File: src/rtl/timer_pkg.sv
// Shared definitions for the interval timer: register map, CTRL bit layout, bus FSM states.
// Latency: n/a (definitions only).
// Backpressure: n/a (definitions only).
package timer_pkg;

  // Register addresses on the 2-bit ADDR bus
  localparam logic [1:0] ADDR_CTRL   = 2'd0;
  localparam logic [1:0] ADDR_RELOAD = 2'd1;
  localparam logic [1:0] ADDR_COUNT  = 2'd2;
  localparam logic [1:0] ADDR_STATUS = 2'd3;

  // CTRL register bit positions
  localparam int CTRL_EN      = 0;
  localparam int CTRL_IE      = 1;
  localparam int CTRL_ONESHOT = 2;

  // STATUS register bit positions
  localparam int STATUS_EXPIRED = 0;

  // Bus handshake states
  typedef enum logic [1:0] {
    IDLE = 2'd0,
    ACK  = 2'd1,
    HOLD = 2'd2
  } bus_state_t;

  // Packs the CTRL fields into their register bit positions
  function automatic logic [2:0] ctrl_pack(input logic en, input logic ie, input logic oneshot);
    logic [2:0] v;
    v = '0;
    v[CTRL_EN]      = en;
    v[CTRL_IE]      = ie;
    v[CTRL_ONESHOT] = oneshot;
    return v;
  endfunction

endpackage

File: src/rtl/tick_sync.sv
// Synchronises a slow level input into MCLK_IN and emits a one-cycle pulse per rising edge.
// Latency: the pulse is high during the second cycle after the input rise is first sampled.
// Backpressure: none; every qualifying rising edge produces exactly one pulse.
module tick_sync (
  input  logic MCLK_IN,
  input  logic RESET,
  input  logic level_in,
  output logic tick
);

  logic sync1;
  logic sync2;
  logic prev;

  // Two-flop synchroniser followed by a history flop for edge detection
  always_ff @(posedge MCLK_IN or posedge RESET) begin
    if (RESET) begin
      sync1 <= 1'b0;
      sync2 <= 1'b0;
      prev  <= 1'b0;
    end else begin
      sync1 <= level_in;
      sync2 <= sync1;
      prev  <= sync2;
    end
  end

  assign tick = sync2 & ~prev;

endmodule

File: src/rtl/interval_timer.sv
// CPU-visible programmable interval timer counting synchronised TIMERCLK rising edges.
// Latency: DTACK and RDATA one cycle after CS; tick effect on COUNT 3 cycles after TIMERCLK rises.
// Backpressure: DTACK held while CS stays high; one commit per CS assertion.
module interval_timer
  import timer_pkg::*;
#(
  parameter int               WIDTH          = 16,
  parameter logic [WIDTH-1:0] RELOAD_DEFAULT = 16'd999
) (
  input  logic             MCLK_IN,
  input  logic             RESET,
  input  logic             TIMERCLK,
  input  logic             CS,
  input  logic             RW,
  input  logic [1:0]       ADDR,
  input  logic [WIDTH-1:0] WDATA,
  output logic [WIDTH-1:0] RDATA,
  output logic             DTACK,
  input  logic             IACK,
  output logic             IRQ
);

  logic             tick;
  bus_state_t       state;
  bus_state_t       state_nxt;
  logic             wr_commit;
  logic             dtack_nxt;
  logic [WIDTH-1:0] rdata_nxt;
  logic [WIDTH-1:0] rd_mux;

  logic             ctrl_en;
  logic             ctrl_ie;
  logic             ctrl_oneshot;
  logic [WIDTH-1:0] reload_q;
  logic [WIDTH-1:0] count_q;
  logic             expired_q;

  logic             wr_ctrl;
  logic             wr_reload;
  logic             wr_count;
  logic             wr_status;
  logic             expire;
  logic             status_clear;

  tick_sync u_tick_sync (
    .MCLK_IN  (MCLK_IN),
    .RESET    (RESET),
    .level_in (TIMERCLK),
    .tick     (tick)
  );

  // Bus handshake state register
  always_ff @(posedge MCLK_IN or posedge RESET) begin
    if (RESET) begin
      state <= IDLE;
    end else begin
      state <= state_nxt;
    end
  end

  // Bus next state, single write-commit strobe, and next DTACK/RDATA values
  always_comb begin
    state_nxt = state;
    wr_commit = 1'b0;
    dtack_nxt = DTACK;
    rdata_nxt = RDATA;
    case (state)
      IDLE: begin
        if (CS) begin
          state_nxt = ACK;
          wr_commit = ~RW;
          dtack_nxt = 1'b1;
          rdata_nxt = RW ? rd_mux : '0;
        end
      end
      // CS may already be low here; the access still finishes through HOLD
      ACK: begin
        state_nxt = HOLD;
      end
      HOLD: begin
        if (!CS) begin
          state_nxt = IDLE;
          dtack_nxt = 1'b0;
          rdata_nxt = '0;
        end
      end
      default: begin
        state_nxt = IDLE;
        dtack_nxt = 1'b0;
        rdata_nxt = '0;
      end
    endcase
  end

  // Registered bus outputs; reset clears DTACK immediately even mid-access
  always_ff @(posedge MCLK_IN or posedge RESET) begin
    if (RESET) begin
      DTACK <= 1'b0;
      RDATA <= '0;
    end else begin
      DTACK <= dtack_nxt;
      RDATA <= rdata_nxt;
    end
  end

  // Read data selection from the addressed register
  always_comb begin
    rd_mux = '0;
    case (ADDR)
      ADDR_CTRL:   rd_mux[2:0] = ctrl_pack(ctrl_en, ctrl_ie, ctrl_oneshot);
      ADDR_RELOAD: rd_mux = reload_q;
      ADDR_COUNT:  rd_mux = count_q;
      ADDR_STATUS: rd_mux[STATUS_EXPIRED] = expired_q;
      default:     rd_mux = '0;
    endcase
  end

  assign wr_ctrl   = wr_commit && (ADDR == ADDR_CTRL);
  assign wr_reload = wr_commit && (ADDR == ADDR_RELOAD);
  assign wr_count  = wr_commit && (ADDR == ADDR_COUNT);
  assign wr_status = wr_commit && (ADDR == ADDR_STATUS);

  // A direct COUNT write swallows a coincident tick, including any expiry it would cause
  assign expire       = tick && ctrl_en && (count_q == '0) && !wr_count;
  assign status_clear = IACK || (wr_status && WDATA[STATUS_EXPIRED]);

  // CTRL register; a software write overrides the one-shot auto-disable
  always_ff @(posedge MCLK_IN or posedge RESET) begin
    if (RESET) begin
      ctrl_en      <= 1'b0;
      ctrl_ie      <= 1'b0;
      ctrl_oneshot <= 1'b0;
    end else if (wr_ctrl) begin
      ctrl_en      <= WDATA[CTRL_EN];
      ctrl_ie      <= WDATA[CTRL_IE];
      ctrl_oneshot <= WDATA[CTRL_ONESHOT];
    end else if (expire && ctrl_oneshot) begin
      ctrl_en      <= 1'b0;
    end
  end

  // RELOAD register; writing it leaves the running count alone
  always_ff @(posedge MCLK_IN or posedge RESET) begin
    if (RESET) begin
      reload_q <= RELOAD_DEFAULT;
    end else if (wr_reload) begin
      reload_q <= WDATA;
    end
  end

  // Down-counter: decrement per enabled tick, reload on the tick after reaching zero
  always_ff @(posedge MCLK_IN or posedge RESET) begin
    if (RESET) begin
      count_q <= '0;
    end else if (wr_count) begin
      count_q <= WDATA;
    end else if (tick && ctrl_en) begin
      if (count_q != '0) begin
        count_q <= count_q - 1'b1;
      end else begin
        count_q <= reload_q;
      end
    end
  end

  // Sticky expiry flag; a new expiry beats a simultaneous clear
  always_ff @(posedge MCLK_IN or posedge RESET) begin
    if (RESET) begin
      expired_q <= 1'b0;
    end else if (expire) begin
      expired_q <= 1'b1;
    end else if (status_clear) begin
      expired_q <= 1'b0;
    end
  end

  // Registered interrupt request to the interrupt encoder
  always_ff @(posedge MCLK_IN or posedge RESET) begin
    if (RESET) begin
      IRQ <= 1'b0;
    end else begin
      IRQ <= expired_q & ctrl_ie;
    end
  end

endmodule
File: config.mk
export PLATFORM = sky130hd
export DESIGN_NAME = interval_timer
export DESIGN_NICKNAME = d
export VERILOG_FILES = /design/src/rtl/timer_pkg.sv /design/src/rtl/tick_sync.sv /design/src/rtl/interval_timer.sv
export SDC_FILE = /design/constraint.sdc
export NUM_CORES = 1
export LEC_CHECK = 0
export BUFFER_PORTS_ARGS = -buffer_cell sky130_fd_sc_hd__buf_2
export CORE_ASPECT_RATIO = 0.7
export CORE_MARGIN = 2
export CORE_UTILIZATION = 40
export DETAILED_ROUTE_END_ITERATION = 8
export RECOVER_POWER = 50
export SLEW_MARGIN = 5
export SYNTH_ARGS = -nofsm -noshare
export SYNTH_HDL_FRONTEND = slang
export SYNTH_SLANG_ARGS = --single-unit
File: constraint.sdc
create_clock -name MCLK_IN -period 5 [get_ports MCLK_IN]
set_clock_uncertainty 0.05 [all_clocks]
set_input_delay 1 -clock MCLK_IN [delete_from_list [all_inputs] [get_ports MCLK_IN]]
set_output_delay 1 -clock MCLK_IN [all_outputs]
set_load 0.05 [all_outputs]
==> results.yml <==
finish:
  fin_nets: 387
  drive_above_1_share: 0.250
  antenna_cells: 0
  syn_to_final_growth_pct: 15.8
  nFillCells: 759
synth:
  postSynthCellCount: 322
  syn_area_um2: 3210
  yosysUniqueCellTypes: 56
  synth_area_leaders: "dfrtp_1, dfstp_2, mux2_2"
  yosysTopAreaCell: "dfrtp_1"
  ys_seq_elements: 59
  avgSynthCellArea_um2: 9.96
  ys.flop_type: "dfrtp_1"
  yosysWarnings: 0
  synth_edf_count: 0
  synth_nets: 354
  synth_top_area_share: 0.398
  async_flop_share: 1.00
  yosysSeqAreaShare: 0.463
timing:
  finalHoldViolations: 0
  grt_setup_unrepaired: "no"
  fin_setup_tns_ns: 0
  finalMaxSlewViolations: 0
  fin_crit_ns: 2.90
  tightest_slew_ns: 1.07
  finalCritPeriodShare: 0.580
  setup_viol: 0
  fmax_ghz: 0.345
  layout_setup_ws_ns: 2.10
  relSlewSlack: 0.286
die:
  initial_utilization: 0.409
  die_w_um: 111
  die_h_um: 78.9
  fp-row-count: 27
  die_area_um2: 8760
  core_area_um2: 7840
  pin_count: 42
job:
  drv_cap: 0
critical_path:
  critPathCaptureType: "flip-flop"
  cp.required_ns: 5.16
  cp-start-kind: "input pin"
  crit_type: "input pin to flip-flop"
  critPathArrivalTime_ns: 3.05
  r2r-start: "count_q[0]$_DFFE_PP0P_"
  worstPathMaxFanout: 20
  worstSetupStartpoint: "ADDR[0]"
  reg2regPathDepth: 6
clocking:
  clk_latency_ns: 0.32
  clk_path_buf_depth: 2
  cts-resized-gates: 0
  path_clk_slew_ns: 0.05
  cts_hold_buf: 0
  numCtsBuffers: 9
  post_cts_buffers: 0
  cts_tree: "done"
  clock-sinks: 59
  htree_levels: 3
  cts-root-buf: "clkbuf_16"
place:
  hpwl_um: 5730
  place_congestion: 0.865
  port_buffers: 41
  place_ws_ns: 1.78
global_route:
  antenna_found_initial: 0
  grt_overflow_total: 0
  grt_pass1_wl_um: 13400
  grt_max_degree: 60
  grtUsageTotal: 0.197
  grt_pass1_vias: 2499
power:
  leakagePower_nw: 1.63
  power_mw: 2.17
  ir_drop_v: 0.000221
  power_density_nw_per_um2: 585
drt:
  ant_nets: 0
  via_count: 2608
  avgRoutedWirePerCell_um: 17.6
  via_per_inst: 5.66
  wl_um: 8120
  drtPass1Iterations: 4
  drc_errors: 0
  drt-initial-drc-count: 210
hold_path:
  hold_path_class: "flip-flop to flip-flop"
  min-delay-start: "u_tick_sync.sync1$_DFF_PP0_"
  min_delay_path_depth: 0
outcome:
  status: "completed"
[cells in the final DEF (no fill, tap or decap), types with 2 or more instances in the layout]
cell / synthesis / layout
dfrtp_1: 51 / 51
nand2_1: 51 / 51
buf_2: 6 / 38
o21ai_0: 28 / 28
mux2_2: 18 / 18
nor2_1: 15 / 15
a22oi_1: 13 / 13
a21oi_1: 13 / 13
inv_1: 10 / 10
clkbuf_16: 0 / 9
ha_1: 8 / 8
dfstp_2: 8 / 8
o221ai_1: 7 / 7
clkbuf_1: 13 / 6
nand3_1: 5 / 5
nor3_1: 5 / 5
nor4_1: 5 / 5
mux2i_1: 4 / 4
xnor2_1: 4 / 4
xor2_1: 3 / 3
nor4b_1: 3 / 3
and2_1: 3 / 3
a221o_1: 3 / 3
a222oi_1: 3 / 3
o21ai_1: 3 / 3
o31ai_1: 3 / 3
nand3b_1: 2 / 2
nor4_4: 2 / 2
or2_2: 2 / 2
o22ai_1: 2 / 2
or3_1: 2 / 2
a31oi_1: 2 / 2
clkbuf_8: 0 / 2
clkinv_2: 0 / 2
buf_4: 0 / 2
[worst paths after layout]
kind	end	slack (ns)
worst max-delay path	count_q[7]$_DFFE_PP0P_	2.10
worst min-delay path	u_tick_sync.sync2$_DFF_PP0_	0.30
worst max register to register	count_q[14]$_DFFE_PP0P_	2.59
worst min register to register	u_tick_sync.sync2$_DFF_PP0_	0.30
max in group asynchronous	u_tick_sync.prev$_DFF_PP0_	3.55
min in group asynchronous	count_q[8]$_DFFE_PP0P_	0.85
[power breakdown]
group | internal [mW] | total (mW) | switching (mW)
clock network | 0.360 | 0.557 | 0.197
registers | 0.669 | 0.905 | 0.236
logic | 0.297 | 0.713 | 0.416
[per-stage QoR]
step / area (um^2) / std cells / hold slack (ns) / util
floorplan: 3210 / 322 / 0.281 / -
global placement: 3440 / 445 / 0.283 / 0.439
detailed placement: 3440 / 445 / 0.290 / 0.439
CTS: 3720 / 461 / 0.302 / 0.474
global route: 3710 / 461 / 0.325 / 0.474
finish: 3710 / 461 / 0.299 / 0.474
[worst max-delay path, cell delays in order]
cell     delay, ns
buf_2         0.13
inv_1         0.10
ha_1          0.69
nand2_1       0.54
nor2_1        0.22
a21oi_1       0.08
a221o_1       0.28
[cells by family (layout without fill, tap and decap cells)]
family	after synthesis	count (layout)	share of synthesized area
simple gates	106	106	0.180
compound gates	89	89	0.185
xor+xnor	7	7	0.0191
flops	59	59	0.463
fa+ha+maj	8	8	0.0312
buf+inv	31	69	0.0460
mux	22	22	0.0757
[state kept, by name, indices dropped and copies added, names as in the netlist]
register           flops
u_tick_sync.sync1      1
DTACK                  1
u_tick_sync.sync2      1
reload_q              16
ctrl_en                1
ctrl_oneshot           1
expired_q              1
u_tick_sync.prev       1
ctrl_ie                1
count_q               16
RDATA                 16
IRQ                    1
state                  2
[Yosys cell counts (all sizes together) (2+ instances only)]
cell type  count
dfrtp         51
nand2         51
o21ai         31
mux2          18
nor2          15
a21oi         13
a22oi         13
clkbuf        13
inv           10
buf            8
dfstp          8
ha             8
nor4           7
o221ai         7
nand3          5
nor3           5
mux2i          4
nor4b          4
xnor2          4
a221o          3
a222oi         3
and2           3
o31ai          3
or2            3
or3            3
xor2           3
a31oi          2
nand3b         2
o22ai          2
or4            2
[final cells by class]
type,instances,area [um^2],area share
clock buffers,14,264,0.0711
clock inverters,2,10.0,0.00269
inverters,10,37.5,0.0101
multi-input cells,232,1570,0.424
flip-flops and latches,59,1490,0.400
well taps,101,126,0.0340
repair buffers,43,216,0.0583
[layer usage]
layer  vias up  part of all wire  global-route usage
met5         -                 0                   0
met4         0             0.011              0.0568
met3         9             0.068              0.0511
met2        82              0.40               0.271
met1      1266              0.52               0.302
li1       1251                 -                   -
Note: power is estimated with default switching activity, not from simulation.
